--- config.mk ---
export PLATFORM = sky130hd
export DESIGN_NAME = regfile_write_arbiter_flat
export DESIGN_NICKNAME = d
export VERILOG_FILES = /design/src/rtl/regfile_pkg.sv /design/src/rtl/regfile_write_arbiter_if.sv /design/src/rtl/rr_arbiter.sv /design/src/rtl/regfile_write_arbiter.sv /design/src/flat_wrapper.sv
export SDC_FILE = /design/constraint.sdc
export NUM_CORES = 1
export LEC_CHECK = 0
export ABC_CLOCK_PERIOD_IN_PS = 2900
export CAP_MARGIN = 15
export CORE_MARGIN = 2
export CORE_UTILIZATION = 40
export DETAILED_ROUTE_END_ITERATION = 10
export GPL_TIMING_DRIVEN = 1
export PLACE_DENSITY = 0.84
export SETUP_SLACK_MARGIN = 0.5
export SLEW_MARGIN = 15
export SYNTH_ARGS = -nofsm -noshare
export SYNTH_HDL_FRONTEND = slang
export SYNTH_SLANG_ARGS = --single-unit
export TNS_END_PERCENT = 100
--- constraint.sdc ---
create_clock -name CLK -period 2.9 [get_ports CLK]
set_clock_uncertainty 0.15 [all_clocks]
set_input_delay 0.58 -clock CLK [delete_from_list [all_inputs] [get_ports CLK]]
set_output_delay 0.58 -clock CLK [all_outputs]
set_load 0.05 [all_outputs]
--- src/rtl/regfile_pkg.sv ---
// rtl/regfile_pkg.sv - shared types and helpers for the regfile write arbiter
package regfile_pkg;

  localparam int RF_REQS_MAX = 16;

  typedef enum logic {
    ST_CLR = 1'b0,
    ST_RUN = 1'b1
  } rf_state_e;

  function automatic int clog2(input int v);
    int r;
    r = 0;
    for (int i = 0; i < 31; i++) begin
      if ((1 << i) < v) r = i + 1;
    end
    return r;
  endfunction

endpackage

--- src/rtl/regfile_write_arbiter_if.sv ---
// rtl/regfile_write_arbiter_if.sv - packed write-request bus shared by all requesters
interface regfile_write_arbiter_if #(
  parameter int width = 32,
  parameter int n     = 5,
  parameter int reqs  = 4
);
  localparam int IW = (n == 0) ? 1 : n;

  logic [reqs-1:0]       REQ_VALID;
  logic [reqs*IW-1:0]    REQ_INDEX;
  logic [reqs*width-1:0] REQ_DATA;
  logic [reqs-1:0]       REQ_READY;

  modport master (output REQ_VALID, output REQ_INDEX, output REQ_DATA, input REQ_READY);
  modport slave  (input REQ_VALID, input REQ_INDEX, input REQ_DATA, output REQ_READY);

endinterface

--- src/rtl/rr_arbiter.sv ---
// rtl/rr_arbiter.sv - combinational round-robin pick starting after ptr
module rr_arbiter
  import regfile_pkg::*;
#(
  parameter int reqs = 4,
  localparam int IDW = clog2(reqs)
) (
  input  logic [reqs-1:0] req,
  input  logic [IDW-1:0]  ptr,
  output logic [reqs-1:0] gnt,
  output logic [IDW-1:0]  gnt_id
);

  logic           found;
  logic [IDW-1:0] cand;

  always_comb begin
    gnt    = '0;
    gnt_id = '0;
    found  = 1'b0;
    cand   = '0;
    // Walk ptr+1 .. ptr+reqs so the last winner gets lowest priority.
    for (int k = 1; k <= reqs; k++) begin
      cand = IDW'((int'(ptr) + k) % reqs);
      if (!found && req[cand]) begin
        gnt[cand] = 1'b1;
        gnt_id    = cand;
        found     = 1'b1;
      end
    end
  end

endmodule

--- src/rtl/regfile_write_arbiter.sv ---
// rtl/regfile_write_arbiter.sv - round-robin regfile write port sharing; RF_WRITE_ARB_CLEAR_EN adds clear sequencer
module regfile_write_arbiter
  import regfile_pkg::*;
#(
  parameter int width = 32,
  parameter int n     = 5,
  parameter int size  = 32,
  parameter int reqs  = 4,
  localparam int IW   = (n == 0) ? 1 : n,
  localparam int IDW  = clog2(reqs)
) (
  input  logic                    CLK,
  input  logic                    RST_N,
  regfile_write_arbiter_if.slave  req,
  input  logic                    CLEAR,
  output logic                    DONE,
  output logic [IDW-1:0]          GRANT_ID,
  output logic                    WRITE_EN_WRITE,
  output logic [IW-1:0]           WRITE_INDEX_WRITE,
  output logic [width-1:0]        WRITE_DATA_WRITE
);

  logic [reqs-1:0]  gnt;
  logic [IDW-1:0]   gnt_id;
  logic [IDW-1:0]   ptr_q, ptr_d, gid_q, gid_d;
  logic             we_q, we_d;
  logic [IW-1:0]    widx_q, widx_d;
  logic [width-1:0] wdata_q, wdata_d;
  logic             run, clear_take, arb_en, xfer;

  rr_arbiter #(.reqs(reqs)) u_arb (
    .req    (req.REQ_VALID),
    .ptr    (ptr_q),
    .gnt    (gnt),
    .gnt_id (gnt_id)
  );

`ifdef RF_WRITE_ARB_CLEAR_EN
  localparam logic [IW-1:0] LAST = IW'(size - 1);
  rf_state_e     state_q, state_d;
  logic [IW-1:0] cnt_q, cnt_d;
  logic          done_q, done_d;

  assign run        = (state_q == ST_RUN);
  assign clear_take = run & CLEAR;
  assign DONE       = done_q;
`else
  logic unused_clear;
  assign unused_clear = CLEAR;
  assign run          = 1'b1;
  assign clear_take   = 1'b0;
  assign DONE         = 1'b1;
`endif

  // A clear request in RUN suppresses the grant so no write collides with the clear.
  assign arb_en        = RST_N & run & ~clear_take;
  assign req.REQ_READY = arb_en ? gnt : '0;
  assign xfer          = |(req.REQ_VALID & req.REQ_READY);

  always_comb begin
    ptr_d   = ptr_q;
    gid_d   = gid_q;
    we_d    = 1'b0;
    widx_d  = widx_q;
    wdata_d = wdata_q;
    if (xfer) begin
      ptr_d   = gnt_id;
      gid_d   = gnt_id;
      we_d    = 1'b1;
      widx_d  = req.REQ_INDEX[int'(gnt_id)*IW +: IW];
      wdata_d = req.REQ_DATA[int'(gnt_id)*width +: width];
    end
`ifdef RF_WRITE_ARB_CLEAR_EN
    state_d = state_q;
    cnt_d   = cnt_q;
    done_d  = done_q;
    if (state_q == ST_CLR) begin
      we_d    = 1'b1;
      widx_d  = cnt_q;
      wdata_d = '0;
      if (cnt_q == LAST) begin
        state_d = ST_RUN;
        cnt_d   = '0;
        done_d  = 1'b1;
      end else begin
        cnt_d = cnt_q + 1'b1;
      end
    end else if (CLEAR) begin
      state_d = ST_CLR;
      done_d  = 1'b0;
    end
`endif
  end

  always_ff @(posedge CLK) begin
    if (!RST_N) begin
      ptr_q   <= IDW'(reqs - 1);
      gid_q   <= '0;
      we_q    <= 1'b0;
      widx_q  <= '0;
      wdata_q <= '0;
`ifdef RF_WRITE_ARB_CLEAR_EN
      state_q <= ST_CLR;
      cnt_q   <= '0;
      done_q  <= 1'b0;
`endif
    end else begin
      ptr_q   <= ptr_d;
      gid_q   <= gid_d;
      we_q    <= we_d;
      widx_q  <= widx_d;
      wdata_q <= wdata_d;
`ifdef RF_WRITE_ARB_CLEAR_EN
      state_q <= state_d;
      cnt_q   <= cnt_d;
      done_q  <= done_d;
`endif
    end
  end

  assign GRANT_ID          = gid_q;
  assign WRITE_EN_WRITE    = we_q;
  assign WRITE_INDEX_WRITE = widx_q;
  assign WRITE_DATA_WRITE  = wdata_q;

endmodule
--- src/flat_wrapper.sv ---
// flat-port wrapper written by rule: the top's interface ports become plain ports
module regfile_write_arbiter_flat import regfile_pkg::*;
#(
  parameter int width = 32,
  parameter int n     = 5,
  parameter int size  = 32,
  parameter int reqs  = 4,
  localparam int IW   = (n == 0) ? 1 : n,
  localparam int IDW  = clog2(reqs)
)
  (CLK, RST_N, CLEAR, DONE, GRANT_ID, WRITE_EN_WRITE, WRITE_INDEX_WRITE, WRITE_DATA_WRITE, req_REQ_VALID, req_REQ_INDEX, req_REQ_DATA, req_REQ_READY);
  regfile_write_arbiter_if #(.width(width), .n(n), .reqs(reqs)) req_i ();
  input  logic CLK;
  input  logic RST_N;
  input  logic CLEAR;
  output logic DONE;
  output logic [IDW-1:0] GRANT_ID;
  output logic WRITE_EN_WRITE;
  output logic [IW-1:0] WRITE_INDEX_WRITE;
  output logic [width-1:0] WRITE_DATA_WRITE;
  input wire logic [$bits(req_i.REQ_VALID)-1:0] req_REQ_VALID;
  input wire logic [$bits(req_i.REQ_INDEX)-1:0] req_REQ_INDEX;
  input wire logic [$bits(req_i.REQ_DATA)-1:0] req_REQ_DATA;
  output wire logic [$bits(req_i.REQ_READY)-1:0] req_REQ_READY;
  assign req_i.REQ_VALID = req_REQ_VALID;
  assign req_i.REQ_INDEX = req_REQ_INDEX;
  assign req_i.REQ_DATA = req_REQ_DATA;
  assign req_REQ_READY = req_i.REQ_READY;
  regfile_write_arbiter #(.width(width), .n(n), .size(size), .reqs(reqs)) u_core (.CLK(CLK), .RST_N(RST_N), .req(req_i), .CLEAR(CLEAR), .DONE(DONE), .GRANT_ID(GRANT_ID), .WRITE_EN_WRITE(WRITE_EN_WRITE), .WRITE_INDEX_WRITE(WRITE_INDEX_WRITE), .WRITE_DATA_WRITE(WRITE_DATA_WRITE));
endmodule
==> metrics.cfg, run 1 <==
[clocking]
htreeDepth=2
clk_path_buf_depth=2
cts_buffers=5
cts_tree=built
clk_pin_slew_worst_paths_ns=0.06
clockRootBuffer=clkbuf_16
clkLatencyLatePin_ns=0.28
clock-sinks=42

[power]
p_total_mw=6.84
p_comb_frac=0.783
swShare=0.503
power_frac_clock=0.084
power.internal_mw=3.40
p_seq_frac=0.132
power.density_mw_per_mm2=926
netSwitchingPower_mw=3.44
ir_drop_mv=0.497
leakage_nw=3.07

[route]
ant_nets=0
via_per_inst=6.17
drc=0
wire_per_inst_um=18.9
firstDrtPassIters=5
drt_iter0_markers=455
wirelength_mm=17.7
vias=5805

[yosys]
syn_area_per_cell_um2=7.66
synth_cells=604
netlist_area_mm2=0.00463
synthesis.nets=767
yosysTopAreaCellShare=0.182
synthDistinctLibCells=46
synth_largest_area_cell=dfxtp_1
ys_seq_elements=42
ys_warn_count=0
ys_seq_area_frac=0.182
synthTopCellsByArea=dfxtp_1, nand2_1, mux2i_1

[critical_path]
path_buf_inv=2
start_kind=input pin
crit_top_cell=nor2b_4
cp_max_fo=8
cp.required_ns=2.17
reg2reg_slack_ns=-0.07
crit_chain=clkdlybuf4s15_2 > mux4_2 > nor2b_4 > o31ai_4 > a21oi_2 > nor2b_4 > buf_12
path_class=in -> out
cpMaxStageDelayCell=mux4_2
cp-end-kind=output port
cp_top_family=multiplexers
cpPeakStageDelay_ns=0.59
worstPathArrival_ns=2.30

[cells_and_area]
mostFrequentLayoutCell=clkdlybuf4s50_1
diodes=0
final_nets=960
drive_gt1_frac=0.179
layout_common_cells=clkdlybuf4s50_1, nand2_1, a21oi_1
area_delta_synth_final_pct=59.5
final_core_util=0.649

[timing]
rsz0062_at_grt=yes
clock.fmax_mhz=330
maxSlewViolCount=0
finalHoldViolCount=0
period_needed_ns=3.03
slew_headroom=0.637
fin_ws_ns=-0.127
min_period_over_period=1.04
setup_violations=27
worst_slew_pin_slew_ns=0.543
fin_setup_tns_ns=-0.734

[run_status]
violations=setup timing
status=finished, violations left

[placed_design]
gp_congestion=0.906
hpwl_mm=12.0
port_buffers=197

[floorplan]
core.rowCount=39
io_pins=200
start_util=0.407
dieArea_mm2=0.0124
core_mm2=0.0114
die_w_um=112
chipHeight_um=112

[global_routing]
grt_pass1_vias=5955
grt_usage=0.275
grt_start_max_net_pins=47
grt_antenna_before_repair=0
grt_overflow=0
grt_pass1_wl_mm=28.8

[worst_hold_path]
min_path_type=reg -> reg

[flow_run]
drv_cap=0

[metrics by stage]
stage	cell area, um2	hold slack, ns	setup slack (ns)	cells
2_1_floorplan	4680	0.593	0.000277	604
3_5_place_dp	6940	0.336	-0.478	913
6_report	7380	0.349	-0.127	941
5_1_grt	7380	0.361	-0.194	941
3_3_place_gp	6940	0.328	-0.444	913
4_1_cts	7350	0.351	-0.0356	940
[cell type report]
cell class	instances	area [um2]
flip-flops and latches	42	846
clock inverters	1	5.00
multi-input cells	486	3550
inverters	9	37.5
repair buffers	253	2620
fillers	930	3990
well taps	143	179
clock buffers	7	143
[registers in the layout, summed over array words and instances (netlist names)]
| name | flops |
|---|---|
| u_core.GRANT_ID | 2 |
| u_core.WRITE_DATA_WRITE | 32 |
| u_core.WRITE_EN_WRITE | 1 |
| u_core.WRITE_INDEX_WRITE | 5 |
| u_core.ptr_q | 2 |
[power groups by stage]
stage / logic [mW] / registers [mW] / clock network [mW]
after global placement: 4.83 / 0.916 / 0
after global routing: 5.69 / 0.925 / 0.620
after floorplan: 2.81 / 1.55 / 0
final: 5.35 / 0.906 / 0.577
after CTS: 5.25 / 0.905 / 0.595
after detailed placement: 4.98 / 0.919 / 0
[logic make-up after synthesis]
kind of cell | after synthesis | synth area share
DFF | 42 | 0.182
buffers and inverters | 76 | 0.0949
AOI/OAI and AO/OA | 249 | 0.431
adders and majority gates | 8 | 0.0216
other | 1 | 0.000810
muxes | 47 | 0.110
and+or+nand+nor | 181 | 0.160
[worst reg2reg max path, cell delays in order (launching register included)]
cell     delay [ns]
dfxtp_2        0.39
inv_1          0.11
ha_4           0.30
mux4_2         0.38
buf_4          0.18
nand2_2        0.08
o31ai_4        0.09
buf_4          0.14
buf_4          0.12
a311o_2        0.45
buf_12         0.20
o221a_1        0.13
o21a_1         0.16
[per-layer routing]
layer  GRT usage  wire length (um)  up-vias
met5           0                 0        -
met4       0.113               435        0
met3      0.0517              1280       44
met2       0.493              9120      293
met1       0.321              6900     2807
li1            -                 -     2661
[synthesized netlist by cell type (all sizes together)]
cell type  instances
nand2b             1
o221ai            37
mux2               2
o21bai             1
buf               35
and3               1
nor3b              2
a21oi             77
or3                1
or3b               1
and4               1
o221a              1
o211a             36
a211o              2
ha                 8
mux4               3
conb               1
nor2b              4
o31ai              1
a311o              1
a2111oi            1
nand3b             3
a21boi             3
o22ai              3
o21ai              1
a211oi            73
a31oi              1
clkbuf            32
a21o               5
dfxtp             42
a22o               2
or2                1
nor3               3
nor2               7
nand2            155
o211ai             3
mux2i             42
o21a               1
nand4              1
inv                9
[final timing paths]
| check | startpoint | end | cells after the start |
|---|---|---|---|
| setup / recovery | req_REQ_VALID[0] | req_REQ_READY[2] | 7 |
| hold / removal | u_core.WRITE_DATA_WRITE[1] | u_core.WRITE_DATA_WRITE[1] | 1 |
| setup reg to reg | u_core.ptr_q[1] | u_core.WRITE_DATA_WRITE[30] | 12 |
| hold reg to reg | u_core.WRITE_DATA_WRITE[1] | u_core.WRITE_DATA_WRITE[1] | 1 |
[timing repair]
item	CTS	global route
endpoints found under the setup margin	46	46
buffers inserted	19	1
pin swaps	10	4
hold buffers	0	0
gates resized for setup	39	4
(Power assumes the default switching activity.)
==> run 2: changes to the inputs <==
--- a/config.mk
+++ b/config.mk
@@ -11,6 +11,7 @@
 export CORE_UTILIZATION = 40
 export DETAILED_ROUTE_END_ITERATION = 10
 export GPL_TIMING_DRIVEN = 1
+export HOLD_SLACK_MARGIN = 0.08
 export PLACE_DENSITY = 0.84
 export SETUP_SLACK_MARGIN = 0.5
 export SLEW_MARGIN = 15
==> constraint.sdc (replaced) <==
create_clock -name CLK -period 2.9 [get_ports CLK]
set_clock_uncertainty 0.15 [all_clocks]
set_input_delay 0.725 -clock CLK [delete_from_list [all_inputs] [get_ports CLK]]
set_output_delay 0.725 -clock CLK [all_outputs]
set_load 0.05 [all_outputs]
==> run 2 against run 1 <==
The flow still finishes with violations (setup timing). Routed wire length is 1.9% higher. Largest cell class unchanged. Via count is 0.28% higher. Sequential power hardly changed. Hold slack worse by 0.0036 ns. Cell area is 1.6% higher. Clock power is 3% lower. Largest power group unchanged. Critical endpoint is now req_REQ_READY[1]. Global-route usage is 0.82 points lower. Die area stayed put.
==> metrics.cfg, run 2 (same netlist as run 1, synthesis figures left out) <==
[clocking]
clock-sinks=42  ; unchanged
hold_buffers=0  ; unchanged
cts_tree=built
clkLatencyLatePin_ns=0.28  ; about the same
clk_path_buf_depth=2  ; unchanged
clk_pin_slew_worst_paths_ns=0.06  ; about the same
htreeDepth=2  ; unchanged
clockRootBuffer=clkbuf_16
cts_buffers=5  ; unchanged

[critical_path]
cpPeakStageDelay_ns=0.57  ; -0.02 ns
cp.required_ns=2.03  ; -0.14 ns
cpMaxStageDelayCell=mux4_2
path_class=in -> out
cp_max_fo=7  ; -1
start_kind=input pin
cp-end-kind=output port
crit_chain=buf_8 > buf_6 > mux4_2 > a21o_1 > o22ai_2 > buf_4 > a21boi_4 > buf_12
worstPathArrival_ns=2.22  ; -0.08 ns
cp_top_family=multiplexers
path_buf_inv=4  ; +2

[timing]
slew_headroom=0.625  ; -0.0117
clock.fmax_mhz=323  ; -2.1%
fin_ws_ns=-0.192  ; -0.0654 ns
min_period_over_period=1.07  ; +0.0226
rsz0062_at_grt=yes
worst_slew_pin_slew_ns=0.560  ; +0.0176 ns
fin_setup_tns_ns=-0.986  ; -0.252 ns
finalHoldViolCount=0  ; unchanged
whs_ns=0.345  ; -0.00363 ns
period_needed_ns=3.09  ; +0.0654 ns
setup_violations=31  ; +15%
maxSlewViolCount=0  ; unchanged

[power]
power.density_mw_per_mm2=927  ; about the same
leakage_nw=3.14  ; +2.2%
ir_drop_mv=0.523  ; +5.1%

[cells_and_area]
final_nets=972  ; +1.3%
area_delta_synth_final_pct=62.1
multiInputGateArea_mm2=0.00357  ; +0.49%
layout_common_cells=clkdlybuf4s50_1, nand2_1, a21oi_1
mostFrequentLayoutCell=clkdlybuf4s50_1
drive_gt1_frac=0.196  ; +0.0171
final_core_util=0.660  ; +0.0107
diodes=0  ; unchanged
largest_reg_flops=32  ; unchanged
seq_area_um2=845  ; -0.15%
nFillCells=900  ; -3.2%

[placed_design]
gp_congestion=0.915  ; +0.95%
hpwl_mm=12.5  ; +3.5%
port_buffers=197  ; unchanged

[route]
drc=0  ; unchanged
vias=5821  ; +0.28%
drt_iter0_markers=767  ; +69%
via_per_inst=6.11  ; -0.99%
wire_per_inst_um=19.0  ; +0.62%
wirelength_mm=18.1  ; +1.9%
ant_nets=0  ; unchanged
firstDrtPassIters=5  ; unchanged

[floorplan]
dieArea_mm2=0.0124  ; unchanged
core.rowCount=39  ; unchanged
core_mm2=0.0114  ; unchanged
start_util=0.407  ; unchanged
die_w_um=112  ; unchanged
chipHeight_um=112  ; unchanged
io_pins=200  ; unchanged

[flow_run]
drv_cap=0  ; unchanged

[global_routing]
grt_overflow=0  ; unchanged
grt_pass1_vias=5698  ; -4.3%
grt_antenna_before_repair=0  ; unchanged
grt_pass1_wl_mm=27.9  ; -3.1%
grt_usage=0.267  ; -0.00815
grt_start_max_net_pins=51  ; +8.5%

[run_status]
violations=setup timing
status=finished, violations left

[worst_hold_path]
min_path_type=reg -> reg

[run 2: changes by cell type in the layout (fill, tap and decap cells not counted), moves of 2 or more]
cell    before  now
buf_4       36   46
buf_6        6   12
buf_12      18   16
buf_2        3    1
[run 2: worst paths after layout]
| kind | from | endpoint | slack, ns | cells after the start |
|---|---|---|---|---|
| max | req_REQ_VALID[3] | req_REQ_READY[1] | -0.19 | 8 |
| min | u_core.WRITE_DATA_WRITE[12] | u_core.WRITE_DATA_WRITE[12] | 0.35 | 1 |
| max reg2reg | u_core.ptr_q[0] | u_core.WRITE_DATA_WRITE[25] | -0.02 | 10 |
| min reg2reg | u_core.WRITE_DATA_WRITE[12] | u_core.WRITE_DATA_WRITE[12] | 0.35 | 1 |
[run 2: final cells by class]
cell class / count / share of cell area
clock inverters: 2 / 0.00183
clock buffers: 6 / 0.0172
flip-flops and latches: 42 / 0.113
repair buffers: 265 / 0.363
inverters: 9 / 0.00500
well taps: 143 / 0.0239
multi-input cells: 486 / 0.476
[run 2: report_power, final]
| group | internal, mW | switching [mW] |
|---|---|---|
| clock | 0.320 | 0.239 |
| sequential | 0.789 | 0.119 |
| combinational | 2.35 | 3.13 |
| total | 3.46 | 3.49 |
[run 2: repair_timing]
action,CTS,global route
setup endpoints to repair,47,46
pin swaps,8,6
gates resized for setup,37,19
buffers inserted,11,3
cloned,0,1
[run 2: through the flow]
step	setup slack, ns	power (mW)	cells	instance area (um2)
after floorplan	-0.0891	4.45	604	4750
after CTS	-0.181	6.68	949	7360
final	-0.192	6.95	953	7500
after detailed placement	-0.721	5.98	930	7060
after global placement	-0.659	5.84	930	7060
after global routing	-0.237	7.32	953	7500
[run 2: metal layers]
layer	up-vias	routed length, um	global-route usage
met5	-	0	0
met4	0	576	0.104
met3	55	1350	0.0501
met2	303	8900	0.467
met1	2782	7250	0.323
li1	2681	-	-
